**src/rtl/bp_lce_req_buffer.sv**
```systemverilog
// bp_lce_req_buffer
// Egress buffer for LCE requests: a small FIFO whose head is launched onto the
// coherence NoC request link only while a NoC credit is held. Credits are
// consumed on each send and recovered from single-cycle return pulses.

module bp_lce_req_buffer #(
    parameter int unsigned msg_width_p = 128,
    parameter int unsigned els_p       = 2,
    parameter int unsigned credits_p   = 8,
    localparam int unsigned ptr_w_lp   = $clog2(els_p),
    localparam int unsigned occ_w_lp   = $clog2(els_p + 1),
    localparam int unsigned cred_w_lp  = $clog2(credits_p + 1)
) (
    input  logic                   clk_i,
    input  logic                   reset_n_i,

    input  logic [msg_width_p-1:0] lce_req_i,
    input  logic                   lce_req_v_i,
    output logic                   lce_req_ready_then_o,

    output logic [msg_width_p-1:0] lce_req_o,
    output logic                   lce_req_v_o,

    input  logic                   credit_return_i,
    output logic                   credits_full_o,
    output logic                   credits_empty_o,
    output logic [cred_w_lp-1:0]   credit_avail_o,
    output logic [occ_w_lp-1:0]    occupancy_o
);

    localparam logic [occ_w_lp-1:0]  occ_max_lp  = occ_w_lp'(els_p);
    localparam logic [cred_w_lp-1:0] cred_max_lp = cred_w_lp'(credits_p);
    localparam logic [ptr_w_lp-1:0]  ptr_one_lp  = ptr_w_lp'(1);
    localparam logic [occ_w_lp-1:0]  occ_one_lp  = occ_w_lp'(1);
    localparam logic [cred_w_lp-1:0] cred_one_lp = cred_w_lp'(1);

    logic [msg_width_p-1:0] mem_r [els_p];
    logic [ptr_w_lp-1:0]    wr_ptr_r;
    logic [ptr_w_lp-1:0]    rd_ptr_r;
    logic [occ_w_lp-1:0]    occ_r;
    logic [cred_w_lp-1:0]   avail_r;
    logic [cred_w_lp-1:0]   avail_next;
    logic                   enq;
    logic                   send;

    // Ready and send are decoded from registered state only, so the LCE never
    // sees a combinational path from the NoC side.
    assign lce_req_ready_then_o = (occ_r < occ_max_lp);
    assign enq                  = lce_req_v_i & lce_req_ready_then_o;
    assign send                 = (occ_r != '0) & (avail_r != '0);

    assign lce_req_v_o     = send;
    assign lce_req_o       = mem_r[rd_ptr_r];
    assign credits_full_o  = (avail_r == '0);
    assign credits_empty_o = (avail_r == cred_max_lp);
    assign credit_avail_o  = avail_r;
    assign occupancy_o     = occ_r;

    // Message storage; contents need no reset since occupancy gates visibility
    always_ff @(posedge clk_i) begin
        if (enq) begin
            mem_r[wr_ptr_r] <= lce_req_i;
        end
    end

    // Read/write pointers wrap naturally because els_p is a power of two
    always_ff @(posedge clk_i or negedge reset_n_i) begin
        if (!reset_n_i) begin
            wr_ptr_r <= '0;
            rd_ptr_r <= '0;
        end else begin
            if (enq) begin
                wr_ptr_r <= wr_ptr_r + ptr_one_lp;
            end
            if (send) begin
                rd_ptr_r <= rd_ptr_r + ptr_one_lp;
            end
        end
    end

    // Occupancy counter distinguishes full from empty when pointers coincide
    always_ff @(posedge clk_i or negedge reset_n_i) begin
        if (!reset_n_i) begin
            occ_r <= '0;
        end else begin
            unique case ({enq, send})
                2'b10:   occ_r <= occ_r + occ_one_lp;
                2'b01:   occ_r <= occ_r - occ_one_lp;
                default: occ_r <= occ_r;
            endcase
        end
    end

    // Next credit count: send consumes, return restores, saturating at the grant
    always_comb begin
        avail_next = avail_r;
        if (send && !credit_return_i) begin
            avail_next = avail_r - cred_one_lp;
        end else if (!send && credit_return_i && (avail_r != cred_max_lp)) begin
            avail_next = avail_r + cred_one_lp;
        end
    end

    // Credit counter register, restored to the full grant on reset
    always_ff @(posedge clk_i or negedge reset_n_i) begin
        if (!reset_n_i) begin
            avail_r <= cred_max_lp;
        end else begin
            avail_r <= avail_next;
        end
    end

    // Protocol checks: no enqueue while not ready, no return beyond the grant
    a_enq_when_ready: assert property (@(posedge clk_i) disable iff (!reset_n_i)
        lce_req_v_i |-> lce_req_ready_then_o)
        else $warning("bp_lce_req_buffer: lce_req_v_i while not ready, message dropped");

    a_credit_overflow: assert property (@(posedge clk_i) disable iff (!reset_n_i)
        credit_return_i |-> (avail_r != cred_max_lp))
        else $warning("bp_lce_req_buffer: credit return with all credits held, count saturated");

endmodule

```
**config.mk**
```make
export PLATFORM = sky130hd
export DESIGN_NAME = bp_lce_req_buffer
export DESIGN_NICKNAME = d
export VERILOG_FILES = /design/src/rtl/bp_lce_req_buffer.sv
export SDC_FILE = /design/constraint.sdc
export NUM_CORES = 1
export LEC_CHECK = 0
export BUFFER_PORTS_ARGS = -buffer_cell sky130_fd_sc_hd__buf_4
export CORE_ASPECT_RATIO = 1.75
export CORE_MARGIN = 4
export CORE_UTILIZATION = 50
export DETAILED_ROUTE_END_ITERATION = 8
export PLACE_DENSITY = 0.77
export SLEW_MARGIN = 5
export SYNTH_ARGS = -nofsm -noshare
export SYNTH_HDL_FRONTEND = slang
export SYNTH_SLANG_ARGS = --single-unit
```
**constraint.sdc**
```tcl
create_clock -name clk_i -period 7.35 [get_ports clk_i]
set_input_delay 1.47 -clock clk_i [delete_from_list [all_inputs] [get_ports clk_i]]
set_output_delay 1.47 -clock clk_i [all_outputs]
set_load 0.01 [all_outputs]
```
# [After elaboration in Yosys (flattened, before gate mapping)]
# Memories as Yosys holds them, arrays and structs flattened.
# Index checks and enable logic that the tools add are counted.
[totals] register_bits=8 ramBits=256 in_bits=132 output_inout_bits=138 word_cells=33 memories=1
[op_classes] addsub=6 order_cmp=1 n_eq_ne=4 mux=5 bitwise_logic=2 n_reduce_logical=10
[mem_list] memory="mem_r" depth=2 word_bits=128 read_ports=1 rd_ports_with_merged_regs=0 wr=1 line_no="37" source="logic [msg_width_p-1:0] mem_r [els_p];"
[op_table] operator="$mux 4" count=2
[op_table] operator="$reduce_bool 2->1" count=3
[op_table] operator="$add 4x1->4 const B" count=1
[op_table] operator="$eq 4x4->1 const B" count=1
[op_table] operator="$logic_not 4->1" count=1
[op_table] operator="$ne 4x4->1 const B" count=1
[op_table] operator="$pmux 2 s2" count=1
[op_table] operator="$reduce_bool 4->1" count=1
[op_table] operator="$sub 4x1->4 const B" count=1
[op_table] operator="$logic_and 1x1->1" count=3
[op_table] operator="$add 1x1->1 const B" count=2
[op_table] operator="$add 2x1->2 const B" count=1
[op_table] operator="$and 1x1->1" count=2
[op_table] operator="$eq 2x1->1 const B" count=1
[op_table] operator="$eq 2x2->1 const B" count=1
[op_table] operator="$logic_not 1->1" count=2
[op_table] operator="$lt 2x2->1 const B" count=1
[op_table] operator="$mux 1" count=2
[op_table] operator="$sub 2x1->2 const B" count=1

# [Longest topological paths before layout]
# Gate-level depths: netlist of run 1.
[logic_depth] word_depth=7 depth_mapped=8 depth_no_buf=7

# [Least setup slack after synthesis of run 1]
# OpenSTA, ideal clock, no wires.
[synth_timing] path_type="in2reg" start="input lce_req_v_i" end="memory mem_r[0][0] (enable)" setup_ps=617 arrival_ps=6892 t_required_ps=6733 setup_slack_ps=-159 stages=2 n_path_buf=0 cell_sequence="nand2_1 -> nor2_1"
[synth_between] elab_chain_cells=3
[synth_lines] item="start, declared" line_no="18" source="input logic lce_req_v_i,"
[synth_lines] item="$and 1x1->1" line_no="49" source="assign enq = lce_req_v_i & lce_req_ready_then_o;"
[synth_lines] item="$mux 1" line_no="61" source="if (enq) begin"
[synth_lines] item="$mux 1 (not written as such)" line_no="62" source="mem_r[wr_ptr_r] <= lce_req_i;"
[synth_lines] item="end, declared" line_no="37"
# No other way between the ends.

# [Worst setup path in the final report of run 1]
[layout_timing] start="register rd_ptr_r" end="output lce_req_o[108]"
[layout_between] elab_chain_cells=1
[layout_lines] item="start, declared" line_no="39" source="logic [ptr_w_lp-1:0] rd_ptr_r;"
[layout_lines] item="start signal, assigned" line_no="76" source="rd_ptr_r <= rd_ptr_r + ptr_one_lp;"
[layout_lines] item="$mem_v2 2x128"
[layout_lines] item="end, declared" line_no="21" source="output logic [msg_width_p-1:0] lce_req_o,"
# No other way between the ends.

==> metrics.md, run 1 <==
| Metric | Value |
|---|---|
| Fmax | `between 0.2 and 0.25 GHz` |
| Post-synth EDFFs | `256` |
| Syn Nets | `around 570` |
| Hold WC Path Type | `flip-flop to flip-flop` |
| Routed wire length per instance | `between 20 and 25 microns` |
| Clock skew | `about 6.9 ps` |
| Slowest cell delay on critical path | `between 1000 and 1500 ps` |
| Synth warnings | `0` |
| Core Rows | `67` |
| Final instance area | `12,700 sq um` |
| GRT Max-Usage Layer | `met2` |
| Pre-antenna DRT Iters | `4` |
| Slowest-stage cell, CP | `dfrtp_4` |
| Unrepaired setup endpoints after global routing | `no` |
| Share of cells above drive strength 1 | `59.7%` |
| Worst setup path category | `flip-flop to output port` |
| CP Max Fanout | `69` |
| M3 GR Usage | `under 10%` |
| Fillers | `1,292` |
| Largest net degree at the start of global routing | `70` |
| Clk sinks | `approximately 260` |
| Maximum VDD drop | `309 uV` |
| CTS clk-pin slew, worst paths | `around 60 ps` |
| Height of the chip | `about 190 microns` |
| Static Leak | `4.70 nW` |
| GR Util met1 | `between 10% and 20%` |
| Yosys reg bits | `between 200 and 300` |
| Synth Cell Area | `just under 10,000 sq um` |
| DRC viols | `0` |
| Final worst setup slack | `approximately 3000 ps` |
| Synth top cells by count | `edfxtp_1 (256), mux2_2 (128), buf_2 (12)` |
| Die width | `roughly 110 microns` |
| Nets@finish | `855` |
| CP Capture Type | `output port` |
| Core ar. | `between 15,000 and 20,000 sq um` |
| Slew headroom | `37.2%` |
| Final period util | `between 50% and 60%` |
| Ant diodes | `0` |
| WP data required | `approximately 5900 ps` |
| Synth top area share | `roughly four fifths` |
| Setup slack, reg-to-reg | `approximately 4700 ps` |
| PortBufs | `between 200 and 300` |
| Most common cell in the netlist | `edfxtp_1` |
| GP Congestion | `approximately 0.8` |
| Met2 usage | `34.7%` |
| WP data arrival | `a little under 3000 ps` |
| Initial drt markers | `approximately 300` |
| Max_cap viols | `0` |
| Post-CTS Hold Buffers | `0` |
| Final setup violation count | `0` |
| Cell taking the most area after synthesis | `edfxtp_1` |
| Post-DRT Antenna Nets | `0` |
| Synth unique cells | `26` |
| Vias/cell | `between 5 and 6` |
| Max Root-Sink Buffers | `3` |
| Max-slew violations | `0` |
| Antenna violations before repair | `0` |
| CTS root buf | `clkbuf_16` |
| Num CTS Buffers | `23` |
| CTS HTree Levels | `1` |
| Non-filler cells, final | `roughly 1,000` |
| Pwr Total | `roughly 4.8 mW` |
| Worst-margin pin slew | `between 900 and 1000 ps` |
| Mapped Avg Cell Area | `about 22 sq um` |
| Clock Latency Late Sink | `roughly 490 ps` |
| Post-synthesis sequential area ratio | `81.6%` |
| Total gr overflow | `0` |
| First-pass GRT wire length | `roughly 30,000 microns` |
| Synthesized instance count | `between 400 and 500` |
| Number of post-CTS setup repair buffers | `0` |
| Top FF cell, synth | `edfxtp_1` |
| Synth async-reset ratio | `slightly above 3%` |
| CTS tree | `yes` |
| Dpl cell area | `between 10,000 and 15,000 sq um` |
| Vias in the first global route | `between 5,000 and 6,000` |
| Hpwl dp | `14,400 microns` |
| Min Tclk post-route | `between 4000 and 5000 ps` |
| Status | `finished clean` |
| Total negative setup slack | `0 ps` |
| WL final | `~21,000 microns` |
| Vias | `5,084` |
| Critical path, cell by cell | `buf_4 > mux2_2 > buf_4` |
| Placed insts | `937` |
| Final Hold Fails | `0` |
| Ports | `270` |
| GR Util All Layers | `between 10% and 20%` |
| Synth area leaders | `edfxtp_1 (80%), mux2_2 (15%), dfrtp_1 (1.8%), buf_2 (0.62%), xnor2_1 (0.54%)` |
| Initial Util | `around 51%` |
| Area growth from synthesis to layout | `31.2%` |
| Worst Setup Start Kind | `flip-flop` |
| Place WS | `3400 ps` |
| Cell area power density | `381 nW/um^2` |
| Die area | `21,700 sq um` |
| CTS-repair resized insts | `0` |
| Most frequent CP cell | `buf_4` |
==> kinds of logic (layout without fill, tap and decap cells) <==
kind of cell               after synthesis  after routing  share of synthesized area, %
muxes                                  128            128                          14.9
buffers and inverters                   16            315                         0.854
AOI/OAI and AO/OA                        5              5                         0.557
xor gates and xnor gates                 9              9                         0.815
and+or+nand+nor                         14             14                          1.02
adders and majority gates                2              2                         0.259
DFF                                    264            264                          81.6
==> layout by cell type (no fill, tap or decap), drive strengths merged, types with 2 or more instances in the layout <==
cell type  Yosys  routed
dfrtp          7       7
nor3           2       2
clkbuf         2      25
clkinv         0      12
xor2           3       3
nor2           5       5
xnor2          6       6
buf           13     273
ha             2       2
edfxtp       256     256
mux2         128     128
bufinv         0       3
==> worst paths after layout <==
| kind | start | endpoint | depth (start not counted) |
|---|---|---|---|
| hold reg to reg | credit_avail_o[3] | credit_avail_o[3] | 1 |
| min in group asynchronous | reset_n_i | credit_avail_o[1] | 1 |
| setup reg to reg | occupancy_o[1] | mem_r[1][111] | 3 |
| hold / removal | credit_avail_o[3] | credit_avail_o[3] | 1 |
| max in group asynchronous | reset_n_i | credit_avail_o[3] | 1 |
| setup / recovery | rd_ptr_r | lce_req_o[108] | 3 |
==> critical path: cells and delay by family (launching register included) <==
kind / cells / cell delay [ps]
buffers and inverters: 2 / 910
muxes: 1 / 440
DFF: 1 / 1010
==> power breakdown <==
part	internal (mW)	leakage, nW	switching (mW)
clock network	0.676	0.354	0.489
registers	1.99	2.44	0.171
logic	0.805	1.91	0.710
==> routing by layer <==
metal,wire length [microns],up-vias
li1,-,2305
met5,0,-
met4,931,0
met2,11900,196
met1,6730,2527
met3,1220,56
==> final cells by class <==
type,count,area (sq um),area share [%]
Clock inverter,16,146,1.15
Timing Repair Buffer,273,2050,16.2
Inverter,1,3.75,0.0296
Sequential cell,264,7890,62.2
Tap cell,241,302,2.38
Multi-Input combinational cell,158,1710,13.5
Clock buffer,25,583,4.60
==> sequential cells by signal (all words and copies together), names as in the netlist <==
register	count
mem_r	256
credit_avail_o	4
occupancy_o	2
rd_ptr_r	1
wr_ptr_r	1
==> per-stage QoR <==
stage	hold slack [ps]	util [%]
finish	527	66.4
global route	547	66.4
CTS	529	66.4
detailed placement	519	62.6
global placement	510	62.6
floorplan	479	-
Note: power is estimated with default switching activity, not from simulation.
==> run 2: changes to the inputs <==
Settings changed: ABC_AREA set to 1.
Clock period 7.35 ns to 4.24 ns, I/O delays scaled along.
==> run 2 against run 1 <==
- first-iteration DRC count shrank 11%
- synthesized cell count grew 68%
- final area increased by 1.5%
- wire length rose by 3.0%
- critical path depth grew 2
- clock skew is 6.5 ps higher
- via count up 21%
- largest cell class unchanged
- largest power group unchanged
==> metrics.md, run 2 <==
| Metric | Value |
|---|---|
| Status | `finished clean` |
| DRC viols | `0` |
| Initial drt markers | `~260` |
| Max-slew violations | `0` |
| Nets@finish | `between 1,000 and 1,500` |
| CP Capture Type | `output port` |
| Die width | `between 100 and 150 microns` |
| Place WS | `1260 ps` |
| Synth async-reset ratio | `a little over 3%` |
| Largest net degree at the start of global routing | `about 70` |
| Core ar. | `around 19,000 sq um` |
| Vias | `slightly above 6,000` |
| Yosys reg bits | `~260` |
| Most common cell in the netlist | `nand2_1` |
| Clock skew | `13.3 ps` |
| Post-layout util | `67.1%` |
| Synth top area share | `78.3%` |
| Final worst setup slack | `752 ps` |
| Synth unique cells | `26` |
| Synth warnings | `0` |
| Maximum VDD drop | `~840 uV` |
| Worst Setup Start Kind | `flip-flop` |
| Synthesized instance count | `roughly 740` |
| Max Root-Sink Buffers | `3` |
| Number of post-CTS setup repair buffers | `0` |
| Share of cells above drive strength 1 | `about a third` |
| Min Tclk post-route | `around 3500 ps` |
| Unrepaired setup endpoints after global routing | `no` |
| CTS HTree Levels | `1` |
| Synth Cell Area | `~9800 sq um` |
| Clock Latency Late Sink | `500 ps` |
| Height of the chip | `193 microns` |
| Worst setup path category | `flip-flop to output port` |
| Pre-antenna DRT Iters | `5` |
| GR Util All Layers | `between 10% and 20%` |
| Max FFs per register | `256` |
| Post-synthesis sequential area ratio | `80.4%` |
| WP data arrival | `2640 ps` |
| Vias in the first global route | `between 6,000 and 7,000` |
| Largest reg by FF count | `mem_r` |
| WP data required | `3390 ps` |
| Ant diodes | `0` |
| Routed wire length per instance | `~17 microns` |
| R2R Path Start | `occupancy_o[1]` |
| Final period util | `between 80 and 90%` |
| Synth top cells by count | `nand2_1 (397), edfxtp_1 (256), clkbuf_1 (18)` |
| CTS clk-pin slew, worst paths | `approximately 70 ps` |
| WL final | `about 21,000 microns` |
| Origin of the worst setup path | `rd_ptr_r` |
| GP Congestion | `~0.79` |
| First-pass GRT wire length | `approximately 32,000 microns` |
| Minimum hold slack | `about 160 ps` |
| Commonest cells after routing, fill and taps aside | `nand2_1 (397), buf_4 (270), edfxtp_1 (256)` |
| CTS-repair resized insts | `0` |
| Top FF cell, synth | `edfxtp_1` |
| Hold WC Path Type | `input pin to asynchronous set/reset pin` |
| Static Leak | `approximately 5.5 nW` |
| Fillers | `about 1,400` |
| Post-CTS Hold Buffers | `0` |
| Cell taking the most area after synthesis | `edfxtp_1` |
| Initial Util | `approximately half` |
| Synth area leaders | `edfxtp_1 (78%), nand2_1 (15%), dfrtp_1 (1.8%), clkbuf_1 (0.69%), xor2_1 (0.54%)` |
| Leading cell type in the layout, fill and taps excluded | `nand2_1` |
| Cell area power density | `a little under 700 nW/um^2` |
| CTS tree | `yes` |
| Total gr overflow | `0` |
| Vias/cell | `slightly below 5` |
| Slew headroom | `45.9%` |
| Clk sinks | `around 260` |
| Fmax | `between 0.2 and 0.3 GHz` |
| Final Hold Fails | `0` |
| CTS root buf | `clkbuf_16` |
| PortBufs | `roughly 270` |
| Core Rows | `67` |
| Final setup violation count | `0` |
| Ports | `between 200 and 300` |
| CP Max Fanout | `between 70 and 80` |
| Area growth from synthesis to layout | `31.1%` |
| Mapped Avg Cell Area | `about 13 sq um` |
| Post-DRT Antenna Nets | `0` |
| Max_cap viols | `0` |
| Num CTS Buffers | `22` |
| Hpwl dp | `around 14,000 microns` |
| Die area | `approximately 22,000 sq um` |
| Post-synth EDFFs | `256` |
| Antenna violations before repair | `1` |
| Worst-margin pin slew | `812 ps` |
| Syn Nets | `slightly below 900` |
-- run 2: where the power goes --
part | internal, mW | leakage, nW | switching, mW
Sequential | 3.44 | 2.44 | 0.232
Clock | 1.18 | 0.340 | 0.846
Combinational | 1.32 | 2.71 | 1.88
Total | 5.93 | 5.50 | 2.96
-- run 2: cell type report --
class                      instances  area, sq um  area share (%)
clock buffer                      29          598            4.65
clock inverter                     9          125           0.972
inverter                          17         67.6           0.525
multi-input combinational        429         1760            13.7
sequential                       264         7890            61.3
tap                              241          302            2.34
timing repair buffer             275         2130            16.5
-- run 2: path summary, 6_finish.rpt --
kind                                      to  slack (ps)  cells after the start
hold reg to reg            credit_avail_o[3]         510                      2
max in group asynchronous  credit_avail_o[3]        3860                      1
hold / removal             credit_avail_o[1]         160                      1
min in group clk_i         credit_avail_o[3]         510                      2
setup reg to reg                mem_r[1][45]        2160                      4
setup / recovery               lce_req_o[83]         750                      5
-- run 2: cell families after synthesis --
logic type               after synthesis  share of synthesized area (%)
AND/OR/NAND/NOR                      415                           16.6
flip-flops                           264                           80.4
buffers and inverters                 45                           1.84
XOR/XNOR                               7                          0.625
AO/OA/AOI/OAI                          5                          0.280
adder cells (fa/ha/maj)                2                          0.255
-- run 2: critical path: stages, from the launching register on --
cell     delay (ps)
dfrtp_4         720
inv_4           650
buf_12          340
nand2_1         110
nand2_1         100
buf_4           130
-- run 2: stage by stage --
step / instances / power, mW / TNS, ps / instance area (sq um)
3_3_place_gp: 1226 / 6.91 / 0 / 12200
4_1_cts: 1264 / 9.01 / 0 / 12900
6_report: 1264 / 8.89 / 0 / 12900
3_5_place_dp: 1226 / 6.97 / 0 / 12200
2_1_floorplan: 738 / 5.36 / -131110 / 9820
5_1_grt: 1264 / 9.41 / 0 / 12900
-- run 2: routing by layer --
layer | part of all wire [%] | vias to the layer above | wire length (microns) | GRT usage, %
met5 | 0.061 | - | 13 | 0
met4 | 5.3 | 2 | 1150 | 10.0
met3 | 6.7 | 71 | 1430 | 3.78
met2 | 54 | 220 | 11700 | 34.4
met1 | 33 | 2863 | 7180 | 20.0
li1 | - | 3003 | - | -
==> run 3: changes to the inputs <==
Clock period 4.24 ns to 3.23 ns, I/O delays scaled along.
==> run 3 against run 2 <==
- final area grew 0.27%
- sequential cell count is the same
- utilization grew 0.18 points
- combinational power grew 35%
- power grew 31%
- sequential share of layout area shrank 0.17 points
- setup slack lost 160 ps
- final cell count grew 0.47%
- wire length grew 1.1%
- clock power grew 31%
- count of clock-buffer cells in the layout grew 6
==> metrics.md, run 3 (synthesis gave the netlist of run 2 again) <==
| Metric | Value |
|---|---|
| R2R Path Start | `occupancy_o[1]` |
| Origin of the worst setup path | `rd_ptr_r` |
| Status | `finished clean` |
| R2R cell count | `4` |
| Post-DRT Antenna Nets | `0` |
| Routed wire length per instance | `~17 microns` |
| Setup slack, reg-to-reg | `1350 ps` |
| Final period util | `between 80% and 90%` |
| Maximum VDD drop | `~970 uV` |
| Final setup violation count | `0` |
| DRC viols | `0` |
| Min Tclk post-route | `between 2000 and 3000 ps` |
| Share of cells above drive strength 1 | `32.5%` |
| CP Capture Type | `output port` |
| CTS root buf | `clkbuf_16` |
| Max-slew violations | `0` |
| Combinational Power Share | `a little under two fifths` |
| Worst setup path category | `flip-flop to output port` |
| CTS clk-pin slew, worst paths | `roughly 70 ps` |
| Initial Util | `roughly 50%` |
| Largest reg by FF count | `mem_r` |
| R2R Path End | `mem_r[1][71]` |
| Max_cap viols | `0` |
| CP Max Fanout | `42` |
| Initial drt markers | `between 200 and 300` |
| Worst Setup Start Kind | `flip-flop` |
| Cell area power density | `around 900 nW/um^2` |
| Fmax | `~0.38 GHz` |
| First-pass GRT wire length | `33,600 microns` |
| PortBufs | `approximately 270` |
| GR Util All Layers | `between 10% and 20%` |
| Vias/cell | `approximately 4.9` |
| Pre-antenna DRT Iters | `4` |
| Vias in the first global route | `approximately 6,500` |
| Sw Ratio | `around a third` |
| Clock Latency Late Sink | `approximately 500 ps` |
| Hold WC Path Type | `input pin to flip-flop` |
| Static Leak | `approximately 5.5 nW` |
| Total gr overflow | `0` |
| Clock skew | `~22 ps` |
| WP data required | `about 2600 ps` |
| CTS tree | `yes` |
| P_int | `between 7 and 8 mW` |
| Slew headroom | `around half` |
| Max Root-Sink Buffers | `3` |
| Ports | `270` |
| Nets@finish | `approximately 1,100` |
| Die area | `approximately 22,000 sq um` |
| Total negative setup slack | `0 ps` |
| Core ar. | `19,200 sq um` |
| Largest net degree at the start of global routing | `76` |
| Max FFs per register | `256` |
| Reg power frac | `40.4%` |
| CTS-repair resized insts | `0` |
| P_sw | `between 3 and 4 mW` |
| WL final | `around 22,000 microns` |
| Hpwl dp | `roughly 15,000 microns` |
| CTS HTree Levels | `1` |
| Post-layout util | `about two thirds` |
| Num CTS Buffers | `22` |
| WP data arrival | `1990 ps` |
| Vias | `between 6,000 and 7,000` |
| Unrepaired setup endpoints after global routing | `no` |
| Clock network power share | `22.7%` |
| Worst Setup EP | `lce_req_o[77]` |
| Worst-margin pin slew | `slightly above 700 ps` |
| Leading cell type in the layout, fill and taps excluded | `nand2_1` |
| Commonest cells after routing, fill and taps aside | `nand2_1 (397), buf_4 (274), edfxtp_1 (256)` |
| Die width | `around 110 microns` |
| Final Hold Fails | `0` |
| Antenna violations before repair | `0` |
| Area growth from synthesis to layout | `31.5%` |
| GP Congestion | `between 0.8 and 0.9` |
| Height of the chip | `between 150 and 200 microns` |
| Minimum hold slack | `around 330 ps` |
| Fillers | `between 1,000 and 1,500` |
| Ant diodes | `0` |
| Core Rows | `67` |
| Clk sinks | `roughly 260` |
==> run 3: cell count changes in the layout (fill, tap and decap cells not counted) <==
cell and change:
buf_12 -1, buf_4 +4, bufinv_16 -1, clkbuf_1 +2, clkbuf_8 +4, clkinv_1 -2
clkinv_2 +1, clkinvlp_4 -2, dlygate4sd3_1 +1
==> run 3: layout make-up <==
class / instances / area [sq um] / share of cell area (%)
clock buffers: 35 / 661 / 5.12
clock inverters: 5 / 77.6 / 0.601
inverters: 17 / 67.6 / 0.523
multi-input cells: 429 / 1760 / 13.7
flip-flops and latches: 264 / 7890 / 61.1
well taps: 241 / 302 / 2.34
repair buffers: 279 / 2150 / 16.6
==> run 3: routing by layer <==
layer	wire length, microns	part of all wire [%]	vias up	GRT usage [%]
li1	-	-	3023	-
met1	7100	33	2860	21.0
met2	11800	54	236	35.1
met3	1570	7.2	70	4.50
met4	1240	5.7	0	10.5
met5	0	0	-	0
==> run 3: worst max-delay path, cell delays in order, from the launching register on <==
cell,delay [ps]
dfrtp_4,490
inv_4,360
buf_12,270
nand2_1,140
nand2_1,90
buf_4,120
==> run 3: how the worst min path moves through the flow <==
stage	end	start	cells after the start	slack, ps
5_1_grt	mem_r[0][90]	lce_req_i[90]	1	300
6_report	mem_r[1][122]	lce_req_i[122]	1	330
4_1_cts	mem_r[1][122]	lce_req_i[122]	1	310
3_3_place_gp	credit_avail_o[1]	reset_n_i	1	470
2_1_floorplan	credit_avail_o[0]	reset_n_i	0	350
3_5_place_dp	occupancy_o[0]	reset_n_i	1	480
==> run 3: what timing repair did <==
action	CTS	global route
buffers inserted	0	0
hold buffers	1	0
endpoints found under the hold margin	7	0
==> run 3: stage by stage <==
| step | power [mW] | instances | worst slack [ps] | instance area, sq um |
|---|---|---|---|---|
| 2_1_floorplan | 7.04 | 738 | -1320 | 9820 |
| 3_3_place_gp | 9.10 | 1229 | 1100 | 12200 |
| 3_5_place_dp | 9.19 | 1229 | 1080 | 12200 |
| 4_1_cts | 11.9 | 1270 | 540 | 12900 |
| 5_1_grt | 12.4 | 1270 | 439 | 12900 |
| 6_report | 11.7 | 1270 | 593 | 12900 |
==> run 3: power groups by stage <==
stage / Sequential, mW / Combinational, mW / Clock [mW]
3_3_place_gp: 4.77 / 4.33 / 0
3_5_place_dp: 4.79 / 4.40 / 0
4_1_cts: 4.72 / 4.41 / 2.72
2_1_floorplan: 4.82 / 2.21 / 0
5_1_grt: 4.77 / 4.77 / 2.89
6_report: 4.72 / 4.31 / 2.65
